===== config.mk =====
export PLATFORM = sky130hd
export DESIGN_NAME = instr_fetch_flat
export DESIGN_NICKNAME = d
export VERILOG_FILES = /design/src/rtl/instr_fetch_pkg.sv /design/src/rtl/instr_fetch_if.sv /design/src/rtl/instr_fetch_fifo.sv /design/src/rtl/instr_fetch.sv /design/src/flat_wrapper.sv
export SDC_FILE = /design/constraint.sdc
export NUM_CORES = 1
export LEC_CHECK = 0
export CORE_UTILIZATION = 43
export DETAILED_ROUTE_END_ITERATION = 10
export GPL_TIMING_DRIVEN = 1
export RECOVER_POWER = 25
export SYNTH_ARGS = -nofsm -noshare
export SYNTH_HDL_FRONTEND = slang
export SYNTH_SLANG_ARGS = --single-unit

===== constraint.sdc =====
create_clock -name clk -period 6.7 [get_ports clk]
set_input_delay 1.005 -clock clk [delete_from_list [all_inputs] [get_ports clk]]
set_output_delay 1.005 -clock clk [all_outputs]
set_load 0.02 [all_outputs]

===== src/rtl/instr_fetch_pkg.sv =====
// Shared widths, reset PC, fetch FSM encoding and the {pc, instr} entry type
// used by the instruction fetch unit.
package instr_fetch_pkg;

   localparam int ADDRESS_BUS_WIDTH  = 24;
   localparam int INSTRUCTION_WIDTH  = 33;
   localparam int DEFAULT_FIFO_DEPTH = 4;

   localparam logic [ADDRESS_BUS_WIDTH-1:0] RESET_PC = 24'd1024;

   typedef enum logic {
      FETCH_IDLE = 1'b0,
      FETCH_RUN  = 1'b1
   } fetch_state_e;

   typedef struct packed {
      logic [ADDRESS_BUS_WIDTH-1:0] pc;
      logic [INSTRUCTION_WIDTH-1:0] instr;
   } fetch_entry_t;

endpackage


===== src/rtl/instr_fetch_if.sv =====
// IRAM read port plus the decode-side valid/ready channel of the fetch unit.
// The master modport is the fetch side; slave is the IRAM/decode side.
interface instr_fetch_if;
   import instr_fetch_pkg::*;

   logic [ADDRESS_BUS_WIDTH-1:0] iram_address;
   logic                         iram_read_not_write;
   logic [INSTRUCTION_WIDTH-1:0] iram_data;

   logic                         instr_valid;
   logic                         instr_ready;
   logic [INSTRUCTION_WIDTH-1:0] instr_data;
   logic [ADDRESS_BUS_WIDTH-1:0] instr_pc;

   modport master (
      output iram_address, iram_read_not_write,
      input  iram_data,
      output instr_valid, instr_data, instr_pc,
      input  instr_ready
   );

   modport slave (
      input  iram_address, iram_read_not_write,
      output iram_data,
      input  instr_valid, instr_data, instr_pc,
      output instr_ready
   );

endinterface


===== src/rtl/instr_fetch_fifo.sv =====
// Synchronous {pc, instr} FIFO with flush. When empty, the head outputs
// keep showing the last entry that was presented.
module fetch_fifo
   import instr_fetch_pkg::*;
#(
   parameter int DEPTH = DEFAULT_FIFO_DEPTH
) (
   input  logic                   clk,
   input  logic                   rst,
   input  logic                   flush,
   input  logic                   push,
   input  fetch_entry_t           push_entry,
   input  logic                   pop,
   output logic [$clog2(DEPTH):0] count,
   output logic                   head_valid,
   output fetch_entry_t           head_entry
);

   localparam int PW = $clog2(DEPTH);
   localparam int CW = PW + 1;

   fetch_entry_t [DEPTH-1:0] mem_q, mem_d;
   logic [PW-1:0]            wr_ptr_q, wr_ptr_d;
   logic [PW-1:0]            rd_ptr_q, rd_ptr_d;
   logic [CW-1:0]            count_q, count_d;
   fetch_entry_t             last_q, last_d;
   logic                     do_pop;

   always_comb begin
      head_valid = (count_q != '0);
      head_entry = head_valid ? mem_q[rd_ptr_q] : last_q;
      do_pop     = pop && head_valid;
      last_d     = head_entry;
      mem_d      = mem_q;
      wr_ptr_d   = wr_ptr_q;
      rd_ptr_d   = rd_ptr_q;
      count_d    = count_q;
      if (flush) begin
         wr_ptr_d = '0;
         rd_ptr_d = '0;
         count_d  = '0;
      end else begin
         if (push) begin
            mem_d[wr_ptr_q] = push_entry;
            wr_ptr_d        = wr_ptr_q + PW'(1);
         end
         if (do_pop) rd_ptr_d = rd_ptr_q + PW'(1);
         count_d = count_q + CW'(push) - CW'(do_pop);
      end
   end

   // Storage needs no reset: entries are only observable once counted.
   always_ff @(posedge clk) begin
      mem_q <= mem_d;
   end

   always_ff @(posedge clk) begin
      if (rst) begin
         wr_ptr_q <= '0;
         rd_ptr_q <= '0;
         count_q  <= '0;
         last_q   <= '0;
      end else begin
         wr_ptr_q <= wr_ptr_d;
         rd_ptr_q <= rd_ptr_d;
         count_q  <= count_d;
         last_q   <= last_d;
      end
   end

   assign count = count_q;

endmodule


===== src/rtl/instr_fetch.sv =====
// Instruction fetch: issues sequential IRAM reads under a FIFO credit limit,
// tracks the 1-cycle read latency and flushes everything on a redirect.
module instr_fetch
   import instr_fetch_pkg::*;
#(
   parameter int FIFO_DEPTH = DEFAULT_FIFO_DEPTH
) (
   input  logic                         clk,
   input  logic                         rst,
   input  logic                         fetch_enable,
   input  logic                         redirect_valid,
   input  logic [ADDRESS_BUS_WIDTH-1:0] redirect_pc,
   instr_fetch_if.master                bus
);

   localparam int CW = $clog2(FIFO_DEPTH) + 1;
   localparam int SW = CW + 1;

   fetch_state_e                 state_q, state_d;
   logic [ADDRESS_BUS_WIDTH-1:0] fetch_pc_q, fetch_pc_d;
   logic [ADDRESS_BUS_WIDTH-1:0] inflight_pc_q, inflight_pc_d;
   logic                         inflight_q, inflight_d;

   logic [CW-1:0]                fifo_count;
   logic [SW-1:0]                credit_used;
   logic                         issue;
   logic                         push;
   logic                         pop;
   logic                         head_valid;
   fetch_entry_t                 push_entry;
   fetch_entry_t                 head_entry;

   always_comb begin
      state_d = state_q;
      case (state_q)
         FETCH_IDLE: if (fetch_enable)  state_d = FETCH_RUN;
         FETCH_RUN:  if (!fetch_enable) state_d = FETCH_IDLE;
         default:                       state_d = FETCH_IDLE;
      endcase
   end

   // Credits count the in-flight read too, so a returning word always has a slot.
   always_comb begin
      credit_used   = SW'(fifo_count) + SW'(inflight_q);
      issue         = (state_q == FETCH_RUN) && fetch_enable && !redirect_valid &&
                      (credit_used < SW'(FIFO_DEPTH));
      fetch_pc_d    = fetch_pc_q;
      inflight_pc_d = inflight_pc_q;
      inflight_d    = issue;
      if (redirect_valid) begin
         fetch_pc_d = redirect_pc;
      end else if (issue) begin
         fetch_pc_d    = fetch_pc_q + ADDRESS_BUS_WIDTH'(1);
         inflight_pc_d = fetch_pc_q;
      end
      push       = inflight_q && !redirect_valid;
      push_entry = '{pc: inflight_pc_q, instr: bus.iram_data};
      pop        = head_valid && bus.instr_ready;
   end

   always_ff @(posedge clk) begin
      if (rst) begin
         state_q       <= FETCH_IDLE;
         fetch_pc_q    <= RESET_PC;
         inflight_q    <= 1'b0;
         inflight_pc_q <= '0;
      end else begin
         state_q       <= state_d;
         fetch_pc_q    <= fetch_pc_d;
         inflight_q    <= inflight_d;
         inflight_pc_q <= inflight_pc_d;
      end
   end

   fetch_fifo #(
      .DEPTH (FIFO_DEPTH)
   ) u_fifo (
      .clk        (clk),
      .rst        (rst),
      .flush      (redirect_valid),
      .push       (push),
      .push_entry (push_entry),
      .pop        (pop),
      .count      (fifo_count),
      .head_valid (head_valid),
      .head_entry (head_entry)
   );

   assign bus.iram_address        = fetch_pc_q;
   assign bus.iram_read_not_write = 1'b1;
   assign bus.instr_valid         = head_valid;
   assign bus.instr_data          = head_entry.instr;
   assign bus.instr_pc            = head_entry.pc;

endmodule


===== src/flat_wrapper.sv =====
// flat-port wrapper written by rule: the top's interface ports become plain ports
module instr_fetch_flat import instr_fetch_pkg::*;
#(
   parameter int FIFO_DEPTH = DEFAULT_FIFO_DEPTH
)
  (clk, rst, fetch_enable, redirect_valid, redirect_pc, bus_iram_address, bus_iram_read_not_write, bus_iram_data, bus_instr_valid, bus_instr_data, bus_instr_pc, bus_instr_ready);
  instr_fetch_if bus_i ();
  input  logic clk;
  input  logic rst;
  input  logic fetch_enable;
  input  logic redirect_valid;
  input  logic [ADDRESS_BUS_WIDTH-1:0] redirect_pc;
  output wire logic [$bits(bus_i.iram_address)-1:0] bus_iram_address;
  output wire logic [$bits(bus_i.iram_read_not_write)-1:0] bus_iram_read_not_write;
  input wire logic [$bits(bus_i.iram_data)-1:0] bus_iram_data;
  output wire logic [$bits(bus_i.instr_valid)-1:0] bus_instr_valid;
  output wire logic [$bits(bus_i.instr_data)-1:0] bus_instr_data;
  output wire logic [$bits(bus_i.instr_pc)-1:0] bus_instr_pc;
  input wire logic [$bits(bus_i.instr_ready)-1:0] bus_instr_ready;
  assign bus_iram_address = bus_i.iram_address;
  assign bus_iram_read_not_write = bus_i.iram_read_not_write;
  assign bus_i.iram_data = bus_iram_data;
  assign bus_instr_valid = bus_i.instr_valid;
  assign bus_instr_data = bus_i.instr_data;
  assign bus_instr_pc = bus_i.instr_pc;
  assign bus_i.instr_ready = bus_instr_ready;
  instr_fetch #(.FIFO_DEPTH(FIFO_DEPTH)) u_core (.clk(clk), .rst(rst), .fetch_enable(fetch_enable), .redirect_valid(redirect_valid), .redirect_pc(redirect_pc), .bus(bus_i));
endmodule

[After elaboration in Yosys (flattened, before gate mapping)]
Index checks and enable logic that the tools add are counted.
Word-level totals
  input bits: 62
  register bits: 342
  output and inout port bits: 83
  word-level logic and storage cells: 50
Operators by class
  multiplexer cells: 9
  reductions and logical operators: 13
  magnitude comparators: 4
  add/subtract/negate cells: 6
  bitwise operators: 1
Operators by type and width (count)
  $bwmux 228: 1
  $mux 57: 3
  $bmux 57 s2: 1
  $demux 57 s2: 1
  $mux 24: 2
  $add 24x1->24 const B: 1
  $logic_and 1x1->1: 7
  $lt 2x3->1 const B: 2
  $add 2x1->2 const B: 2
  $add 3x1->4: 1
  $lt 4x3->1 const B: 1
  $reduce_and 2->1: 2
  $add 3x1->3: 1
  $reduce_bool 3->1: 1
  $sub 3x1->3: 1
  $ge 2x1->1 const B: 1
  $reduce_bool 2->1: 1
  $reduce_or 2->1: 1
  $logic_not 1->1: 1
  $mux 1: 1
  $not 1->1: 1

[Logic depth before layout (Yosys ltp)]
Gate-level depths: netlist of run 1.
  depth in word-level cells: 5
  mapped depth: 11
  depth with buffers taken out: 9

[Hierarchy]
A second synthesis of run 1 with hierarchy kept.
Second synthesis, totals
  cell total of the unflattened synthesis: 830
  area, all modules: 13275.2 sq um
Modules (own cells, without submodules)
  fetch_fifo: instances 1, seq. area each 8127.8 sq um, area each 10899.2 sq um, cells each 528
  instr_fetch: instances 1, seq. area each 1001.0 sq um, area each 2376.0 sq um, cells each 302

[Least setup slack after synthesis of run 1]
No wires, ideal clock.
  kind: input to register
  start: in redirect_valid
  end: reg u_core.u_fifo.mem_q[0] (netlist bit) (enable)
  cell stages on the path: 2
  buffers on the path: 0
  data arrival time: 2580 ps
  path slack: 3699 ps
  required time: 6279 ps
  library setup time: 421 ps
  path through: nor2b_1 > and2_1
On the way
  longest elaborated chain between the ends: 3
  elaborated cells between the ends (all ways): 4
Ends and longest elaborated chain
  start, declared: RTL line flat_wrapper.sv:11  | input logic redirect_valid;
  $logic_not 1->1: RTL line instr_fetch.sv:56  | push = inflight_q && !redirect_valid;
  $logic_and 1x1->1: RTL line instr_fetch.sv:56
  $reduce_and 2->1 (no line) *
  end signal, assigned: RTL line instr_fetch_fifo.sv:54  | mem_q <= mem_d;
  end, declared: RTL line instr_fetch_fifo.sv:22  | fetch_entry_t [DEPTH-1:0] mem_q, mem_d;
Mark *: on every way between the ends. The rest lies on a longest branch, timed or not.
A chain may end at the register's enable or synchronous reset.

[Worst setup path after layout of run 1]
  start: reg u_core.u_fifo.rd_ptr_q[0]
  end: out bus_instr_data[1]
On the way
  longest elaborated chain between the ends: 3
Ends and longest elaborated chain
  start, declared: RTL line instr_fetch_fifo.sv:24  | logic [PW-1:0] rd_ptr_q, rd_ptr_d;
  start signal, assigned: RTL line instr_fetch_fifo.sv:65  | rd_ptr_q <= rd_ptr_d;
  $bmux 57 s2: RTL line instr_fetch_fifo.sv:31  | head_entry = head_valid ? mem_q[rd_ptr_q] : last_q;
  $mux 57 (implied by the code): RTL line instr_fetch_fifo.sv:31
  $mux 57: RTL line instr_fetch_fifo.sv:31
  end, declared: RTL line flat_wrapper.sv:17  | output wire logic [$bits(bus_i.instr_data)-1:0] bus_instr_data;
No other way between the ends. The select of a mux whose other input is x is not followed.

==> implementation parameters, run 1 <==
Parameter                              Value

Timing
  Number of slew-limit violations in the final report    0
  Tmin final    4.340 ns
  Max frequency    230.4 MHz
  Final-report hold violation count    0
  Transition time of the tightest slew-check pin    0.9837 ns
  Maximum clock skew at final layout    0.01799 ns
  Unrepaired setup endpoints after global routing    false
  Final WS setup    2.360 ns
  Worst-case headroom to the max-slew limit    34.42%
  Total negative slack    0 ns
  Hold WS    0.5066 ns
  Fraction of the cycle the final worst path needs    64.78%
  Number of endpoints failing setup at the final stage    0

Floorplan
  Starting density of the core    ~44%
  Ports    145
  Area of the die    31280 um2
  Standard-cell row count    63
  Area of the core    29870 um2
  Width of the chip    176.9 um
  Height of the die    176.9 um

Power and ir drop
  Total power per unit cell area    279.3 nW/um2
  Share of power burned in the clock network    45.4%
  Proportion of power drawn by flip-flops and latches    50.5%
  Worst vdd ir    0.1515 mV
  Switching power of the nets    0.0009122 W
  Reported leakage power    5.220 nW
  Switching part of the total power    20.17%
  Share of total power in combinational logic    4.1%
  Internal power consumption    roughly 0.0036 W

Setup path
  Critical path endpoint    bus_instr_data[1]
  Startpoint of the worst register-to-register path    u_core.u_fifo.count[1]$_SDFF_PP0_
  Data required time of the critical path    ~5.7 ns
  Crit path launch    u_core.u_fifo.rd_ptr_q[0]$_SDFFE_PP0P_
  Setup crit start kind    flip-flop
  Crit Path Class    reg2out
  Flop2flop setup slack    3.95 ns
  R2R cell count    9
  Endpoint class of the critical path    primary output
  R2R Path End    u_core.u_fifo.count[2]$_SDFF_PP0_
  CP arrival    between 3 and 4 ns
  Largest driver fanout on the critical path    37

CTS
  Number of clock sinks    342
  Post_cts resized    0
  Post-CTS Setup Repair Bufs    0
  Number of CTS-inserted buffers    37
  CTS Root Buffer Type    sky130_fd_sc_hd__clkbuf_16
  TritonCTS clock tree    yes
  CTS clock-pin slew for the worst setup and hold paths    0.06 ns
  Hold-fix buffers at CTS    0
  Clock Path Buffers    3
  Insertion delay of the later-clocked pin in the worst-skew pair    0.51 ns
  Htree depth    2

Layout
  Net count of the finished layout    1011
  Number of diodes added for antenna fixing    0
  Most common cell after layout, fill and taps aside    sky130_fd_sc_hd__edfxtp_1
  Synthesis-to-layout area growth    23.12%
  Layout cells sized above 1    19.11%
  Most frequent cells in the layout    sky130_fd_sc_hd__edfxtp_1, sky130_fd_sc_hd__clkdlybuf4s50_1, sky130_fd_sc_hd__dfxtp_1, sky130_fd_sc_hd__nor2b_1

Synth
  Area share of xor/xnor cells in the synthesized design    1.332%
  Distinct cells, synth    43
  Sequential-to-total area share from yosys stat    69.43%
  Adder-cell share of the synthesized area    0.9135%
  Multiplexer share of the synthesized area    16.79%
  Avg Inst Size Synth    about 16 um2
  Simple-gate portion of the synthesized area    6.747%
  Number of synthesized register bits    approximately 340
  Post-synthesis cell area    around 13000 um2
  Compound-gate portion of the synthesized area    2.588%
  Post-Synthesis Cells    798
  Number of synthesized flops with an enable pin    228
  Syn. warnings    0
  Number of nets in the synthesized netlist    869
  Main combinational cell family by area after synthesis    multiplexers
  Most used flip-flop cell after synthesis    sky130_fd_sc_hd__edfxtp_1
  Share of synthesized flip-flops with an asynchronous set or reset    0%

Place
  Detailed Place HPWL    14340 um
  Number of buffers inserted by port buffering    143
  Post-placement setup slack    roughly 2.8 ns
  Final estimated routing congestion in global placement    0.7576

Flow run
  Number of max-cap violations    0

Routing
  Number of optimization iterations in the first detailed-route pass    4
  DRC violation count after routing    0
  Drt initial violations    about 330
  Wire length reported by the detailed router    25630 um
  DR vias    6962
  Wirelength per Cell    between 15 and 20 um
  Post-DRT Antenna Nets    0
  Vias per inst    ~5.1

Global routing
  Wire length of the first global-routing pass    just over 40000 um
  Overall overflow remaining after global route    0
  Number of global-route vias before repair    7224
  Initial antenna violation count    0
  Global routing usage on met3    under 10%
  Pin count of the biggest net entering global routing    between 60 and 70
  GRT Total Usage    about 17%
  Met2 global-route usage    between 20% and 30%
  GR Util met1    23.53%
  Layer with the highest usage    met2

Hold path
  Worst min-delay path class    reg2reg
  Hold Path Cell Cnt    0

Status
  Run status    completed
## cells in the mapped netlist, types with 15 or more instances
| cell | instances | area (um2) |
|---|---|---|
| sky130_fd_sc_hd__a21oi_1 | 22 | 110.1 |
| sky130_fd_sc_hd__clkbuf_1 | 31 | 116.4 |
| sky130_fd_sc_hd__dfxtp_1 | 114 | 2282 |
| sky130_fd_sc_hd__edfxtp_1 | 228 | 6847 |
| sky130_fd_sc_hd__inv_1 | 27 | 101.4 |
| sky130_fd_sc_hd__mux2_2 | 57 | 641.9 |
| sky130_fd_sc_hd__mux2i_1 | 27 | 270.3 |
| sky130_fd_sc_hd__mux4_2 | 57 | 1284 |
| sky130_fd_sc_hd__nor2_1 | 34 | 127.6 |
| sky130_fd_sc_hd__nor2b_1 | 59 | 369.1 |
| sky130_fd_sc_hd__o21a_1 | 17 | 127.6 |
| sky130_fd_sc_hd__xnor2_1 | 15 | 131.4 |
## routing by layer
layer | part of all wire (%) | vias to the layer above
met5 | 0 | -
met4 | 1.8 | 0
met3 | 5.6 | 42
met2 | 46 | 175
met1 | 47 | 3465
li1 | - | 3280
## sequential cells by signal, indices dropped and copies added, names as in the netlist
| name | flops |
|---|---|
| u_core.u_fifo.count | 3 |
| u_core.u_fifo.rd_ptr_q | 2 |
| u_core.u_fifo.last_q | 57 |
| u_core.u_fifo.wr_ptr_q | 2 |
| u_core.inflight_pc_q | 24 |
| u_core.u_fifo.mem_q | 228 |
| u_core.state_q | 1 |
| u_core.bus.iram_address | 24 |
| u_core.inflight_q | 1 |
## logic make-up (layout without fill, tap and decap cells)
family	count (synthesis)	in the layout
AOI/OAI and AO/OA	52	52
xor gates and xnor gates	20	20
adders and majority gates	9	9
buffers and inverters	72	242
DFF	342	342
muxes	142	142
other	1	1
and+or+nand+nor	160	160
## stage by stage
| stage | std cells | area (um2) | utilization [%] | total power, W |
|---|---|---|---|---|
| after global placement | 1291 | 14940 | 50.02 | 0.002517 |
| after CTS | 1358 | 16190 | 54.19 | 0.004586 |
| after detailed placement | 1291 | 14940 | 50.02 | 0.002519 |
| after floorplan | 798 | 13150 | - | 0.002414 |
| final | 1358 | 16190 | 54.19 | 0.004522 |
| after global routing | 1358 | 16190 | 54.19 | 0.004681 |
## critical path: stages, from the launching register on
cell	delay, ns
sky130_fd_sc_hd__dfxtp_4	0.87
sky130_fd_sc_hd__buf_4	0.54
sky130_fd_sc_hd__mux4_2	0.56
sky130_fd_sc_hd__mux2_2	0.28
sky130_fd_sc_hd__clkdlybuf4s50_1	0.57
## power groups by stage
| stage | sequential (W) | clock [W] | combinational (W) |
|---|---|---|---|
| detailed placement | 0.00233 | 0 | 0.000190 |
| global route | 0.00229 | 0.00219 | 0.000203 |
| CTS | 0.00228 | 0.00211 | 0.000192 |
| finish | 0.00228 | 0.00205 | 0.000188 |
| global placement | 0.00233 | 0 | 0.000189 |
| floorplan | 0.00233 | 0 | 0.0000824 |
## layout make-up
| cell class | count | area, um2 |
|---|---|---|
| clock buffers | 49 | 1044 |
| clock inverters | 18 | 202.7 |
| fillers | 2422 | 13690 |
| inverters | 27 | 101.3 |
| multi-input cells | 384 | 3751 |
| flip-flops and latches | 342 | 9136 |
| well taps | 390 | 488.0 |
| repair buffers | 148 | 1466 |
## worst min path at each step
| stage | start | endpoint | slack (ns) |
|---|---|---|---|
| after floorplan | u_core.inflight_pc_q[10]$_SDFFE_PP0P_ | u_core.u_fifo.mem_q[100]$_DFFE_PP_ | 0.46 |
| after global routing | u_core.inflight_pc_q[5]$_SDFFE_PP0P_ | u_core.u_fifo.mem_q[152]$_DFFE_PP_ | 0.52 |
| after CTS | u_core.inflight_pc_q[20]$_SDFFE_PP0P_ | u_core.u_fifo.mem_q[224]$_DFFE_PP_ | 0.51 |
| after detailed placement | u_core.inflight_pc_q[5]$_SDFFE_PP0P_ | u_core.u_fifo.mem_q[95]$_DFFE_PP_ | 0.49 |
| after global placement | u_core.inflight_pc_q[9]$_SDFFE_PP0P_ | u_core.u_fifo.mem_q[213]$_DFFE_PP_ | 0.49 |
| final | u_core.inflight_pc_q[6]$_SDFFE_PP0P_ | u_core.u_fifo.mem_q[96]$_DFFE_PP_ | 0.51 |
No activity file was read; power rests on OpenSTA's default activity.
==> inputs of run 2 (changes only) <==
clock period = 4.4 ns   (was 6.7 ns; I/O delays follow)
==> run 2 against run 1 <==
Via count increased by 0.46%. Worst setup slack got worse by 1.4 ns. Non-clock buffer count increased by 1. Utilization decreased by 0.17 points. Clock power increased by 44%. Largest cell class unchanged. Largest power group unchanged. Critical path type unchanged. Combinational power increased by 53%. Register-to-register slack got worse by 2.3 ns.
==> implementation parameters, run 2 (synthesized netlist as in run 1, its figures left out) <==
Parameter                              Value

Status
  Run status    completed

Place
  Final estimated routing congestion in global placement    0.7615 (+0.51%)
  Number of buffers inserted by port buffering    143 (unchanged)
  Placed inst area    14960 um2 (+0.13%)
  Post-placement setup slack    1.424 ns (-1.347 ns)
  Detailed Place HPWL    15160 um (+5.7%)

Global routing
  Wire length of the first global-routing pass    41030 um (+1.2%)
  GRT Total Usage    17.27% (+0.27 points)
  Pin count of the biggest net entering global routing    88 (+38%)
  Number of global-route vias before repair    7150 (-1.0%)
  Overall overflow remaining after global route    0 (unchanged)
  Initial antenna violation count    0 (unchanged)

Timing
  Max frequency    290.0 MHz
  Worst-case headroom to the max-slew limit    30.34% (-4.1 points)
  Fraction of the cycle the final worst path needs    78.36%
  Tmin final    3.448 ns
  Final-report hold violation count    0 (unchanged)
  Number of slew-limit violations in the final report    0 (unchanged)
  Final WS setup    0.9520 ns (-1.408 ns)
  Total negative slack    0 ns (unchanged)
  Transition time of the tightest slew-check pin    1.045 ns (+0.06119 ns)
  Maximum clock skew at final layout    0.01743 ns (-0.0005559 ns)
  Number of endpoints failing setup at the final stage    0 (unchanged)
  Unrepaired setup endpoints after global routing    false

CTS
  Hold-fix buffers at CTS    0 (unchanged)
  TritonCTS clock tree    yes
  Number of CTS-inserted buffers    37 (unchanged)
  Post_cts resized    0 (unchanged)
  Htree depth    2 (unchanged)
  Post-CTS Setup Repair Bufs    0 (unchanged)
  Number of clock sinks    342 (unchanged)
  CTS Root Buffer Type    sky130_fd_sc_hd__clkbuf_16
  Insertion delay of the later-clocked pin in the worst-skew pair    0.52 ns (about the same)
  Clock Path Buffers    3 (unchanged)
  CTS clock-pin slew for the worst setup and hold paths    0.06 ns (about the same)

Layout
  Filler instances    2434 (+0.50%)
  Register name with the most flops    u_core.u_fifo.mem_q
  Layout cells sized above 1    18.89% (-0.23 points)
  Most common cell after layout, fill and taps aside    sky130_fd_sc_hd__edfxtp_1
  Net count of the finished layout    1012 (+0.099%)
  Registers with the most flip-flops    u_core.u_fifo.mem_q x228, u_core.u_fifo.last_q x57
  Flip-flop count of the largest register, all copies and words added    228 (unchanged)
  Synthesis-to-layout area growth    22.74%
  Post-route cell area    16140 um2 (-0.31%)
  Most frequent cells in the layout    sky130_fd_sc_hd__edfxtp_1, sky130_fd_sc_hd__clkdlybuf4s50_1, sky130_fd_sc_hd__dfxtp_1, sky130_fd_sc_hd__nor2b_1

Routing
  Wirelength per Cell    19.28 um (+2.2%)
  Drt initial violations    394 (+20%)
  Wire length reported by the detailed router    26220 um (+2.3%)
  DRC violation count after routing    0 (unchanged)
  Vias per inst    5.143 (+0.31%)
  Post-DRT Antenna Nets    0 (unchanged)
  DR vias    6994 (+0.46%)
  Number of optimization iterations in the first detailed-route pass    4 (unchanged)

Floorplan
  Ports    145 (unchanged)
  Area of the core    29870 um2 (unchanged)
  Width of the chip    176.9 um (unchanged)
  Height of the die    176.9 um (unchanged)
  Area of the die    31280 um2 (unchanged)
  Standard-cell row count    63 (unchanged)
  Starting density of the core    44.01% (unchanged)

Power and ir drop
  Internal power consumption    0.005355 W (+48%)
  Total power per unit cell area    416.2 nW/um2 (+49%)
  Switching part of the total power    20.27% (+0.093 points)
  Worst vdd ir    0.2624 mV (+73%)
  Share of total power in combinational logic    4.3% (+0.2 points)
  Proportion of power drawn by flip-flops and latches    51.8% (+1.3 points)
  Share of power burned in the clock network    44.0% (-1.4 points)
  Reported leakage power    5.207 nW (-0.26%)
  Switching power of the nets    0.001361 W (+49%)

Setup path
  Setup crit start kind    flip-flop
  CP arrival    2.79 ns (-0.54 ns)
  Largest driver fanout on the critical path    58 (+57%)
  Data required time of the critical path    3.74 ns (-1.95 ns)
  Endpoint class of the critical path    primary output
  Crit Path Class    reg2out

Hold path
  Worst min-delay path class    reg2reg

Flow run
  Number of max-cap violations    0 (unchanged)
## run 2: cell types whose count changed in the layout (fill, tap and decap cells not counted), moves of 2 or more
cell / change
sky130_fd_sc_hd__clkinv_2: +2
sky130_fd_sc_hd__clkinvlp_4: -3
sky130_fd_sc_hd__clkbuf_8: +2
sky130_fd_sc_hd__bufinv_16: -3
sky130_fd_sc_hd__clkbuf_1: +4
## run 2: final timing paths
kind | slack [ns] | startpoint | cells past startpoint | endpoint
worst min-delay path | 0.51 | u_core.inflight_pc_q[18]$_SDFFE_PP0P_ | 0 | u_core.u_fifo.mem_q[108]$_DFFE_PP_
worst max register to register | 1.66 | u_core.u_fifo.count[1]$_SDFF_PP0_ | 9 | u_core.u_fifo.count[2]$_SDFF_PP0_
worst max-delay path | 0.95 | u_core.u_fifo.rd_ptr_q[1]$_SDFFE_PP0P_ | 3 | bus_instr_pc[21]
worst min register to register | 0.51 | u_core.inflight_pc_q[18]$_SDFFE_PP0P_ | 0 | u_core.u_fifo.mem_q[108]$_DFFE_PP_
## run 2: cell type report
cell class                      instances  area, um2  area share (%)
Tap cell                              390      488.0           3.023
Multi-Input combinational cell        384       3751           23.24
Antenna cell                            1      2.502         0.01551
Inverter                               27      101.3          0.6280
Clock buffer                           55       1086           6.729
Sequential cell                       342       9136           56.61
Timing Repair Buffer                  149       1486           9.210
Clock inverter                         12      87.58          0.5427
## run 2: worst max-delay path: stages (launching register included)
cell                              delay, ns
sky130_fd_sc_hd__dfxtp_4               0.97
sky130_fd_sc_hd__mux4_2                0.46
sky130_fd_sc_hd__mux2_2                0.31
sky130_fd_sc_hd__clkdlybuf4s50_1       0.54
## run 2: metrics by stage
| step | util [%] | std cells | power [W] | hold WS [ns] |
|---|---|---|---|---|
| 2_1_floorplan | - | 798 | 0.003676 | 0.4594 |
| 3_3_place_gp | 50.09 | 1292 | 0.003835 | 0.4890 |
| 3_5_place_dp | 50.09 | 1292 | 0.003836 | 0.4906 |
| 4_1_cts | 54.01 | 1359 | 0.006786 | 0.5068 |
| 5_1_grt | 54.01 | 1359 | 0.006933 | 0.5250 |
| 6_report | 54.02 | 1360 | 0.006716 | 0.5052 |
## run 2: power groups by stage
stage                     clock, W  sequential (W)  combinational (W)
after floorplan                  0         0.00355           0.000125
after global placement           0         0.00355           0.000290
after detailed placement         0         0.00354           0.000291
after CTS                  0.00302         0.00348           0.000293
after global routing       0.00314         0.00348           0.000309
final                      0.00295         0.00348           0.000287
## run 2: per-layer routing
metal | up-vias | wire length (um) | GRT usage, %
met1 | 3483 | 12410 | 24.90
met3 | 30 | 1497 | 3.372
met4 | 0 | 317 | 4.203
li1 | 3284 | - | -
met5 | - | 0 | 0
met2 | 197 | 11990 | 26.91
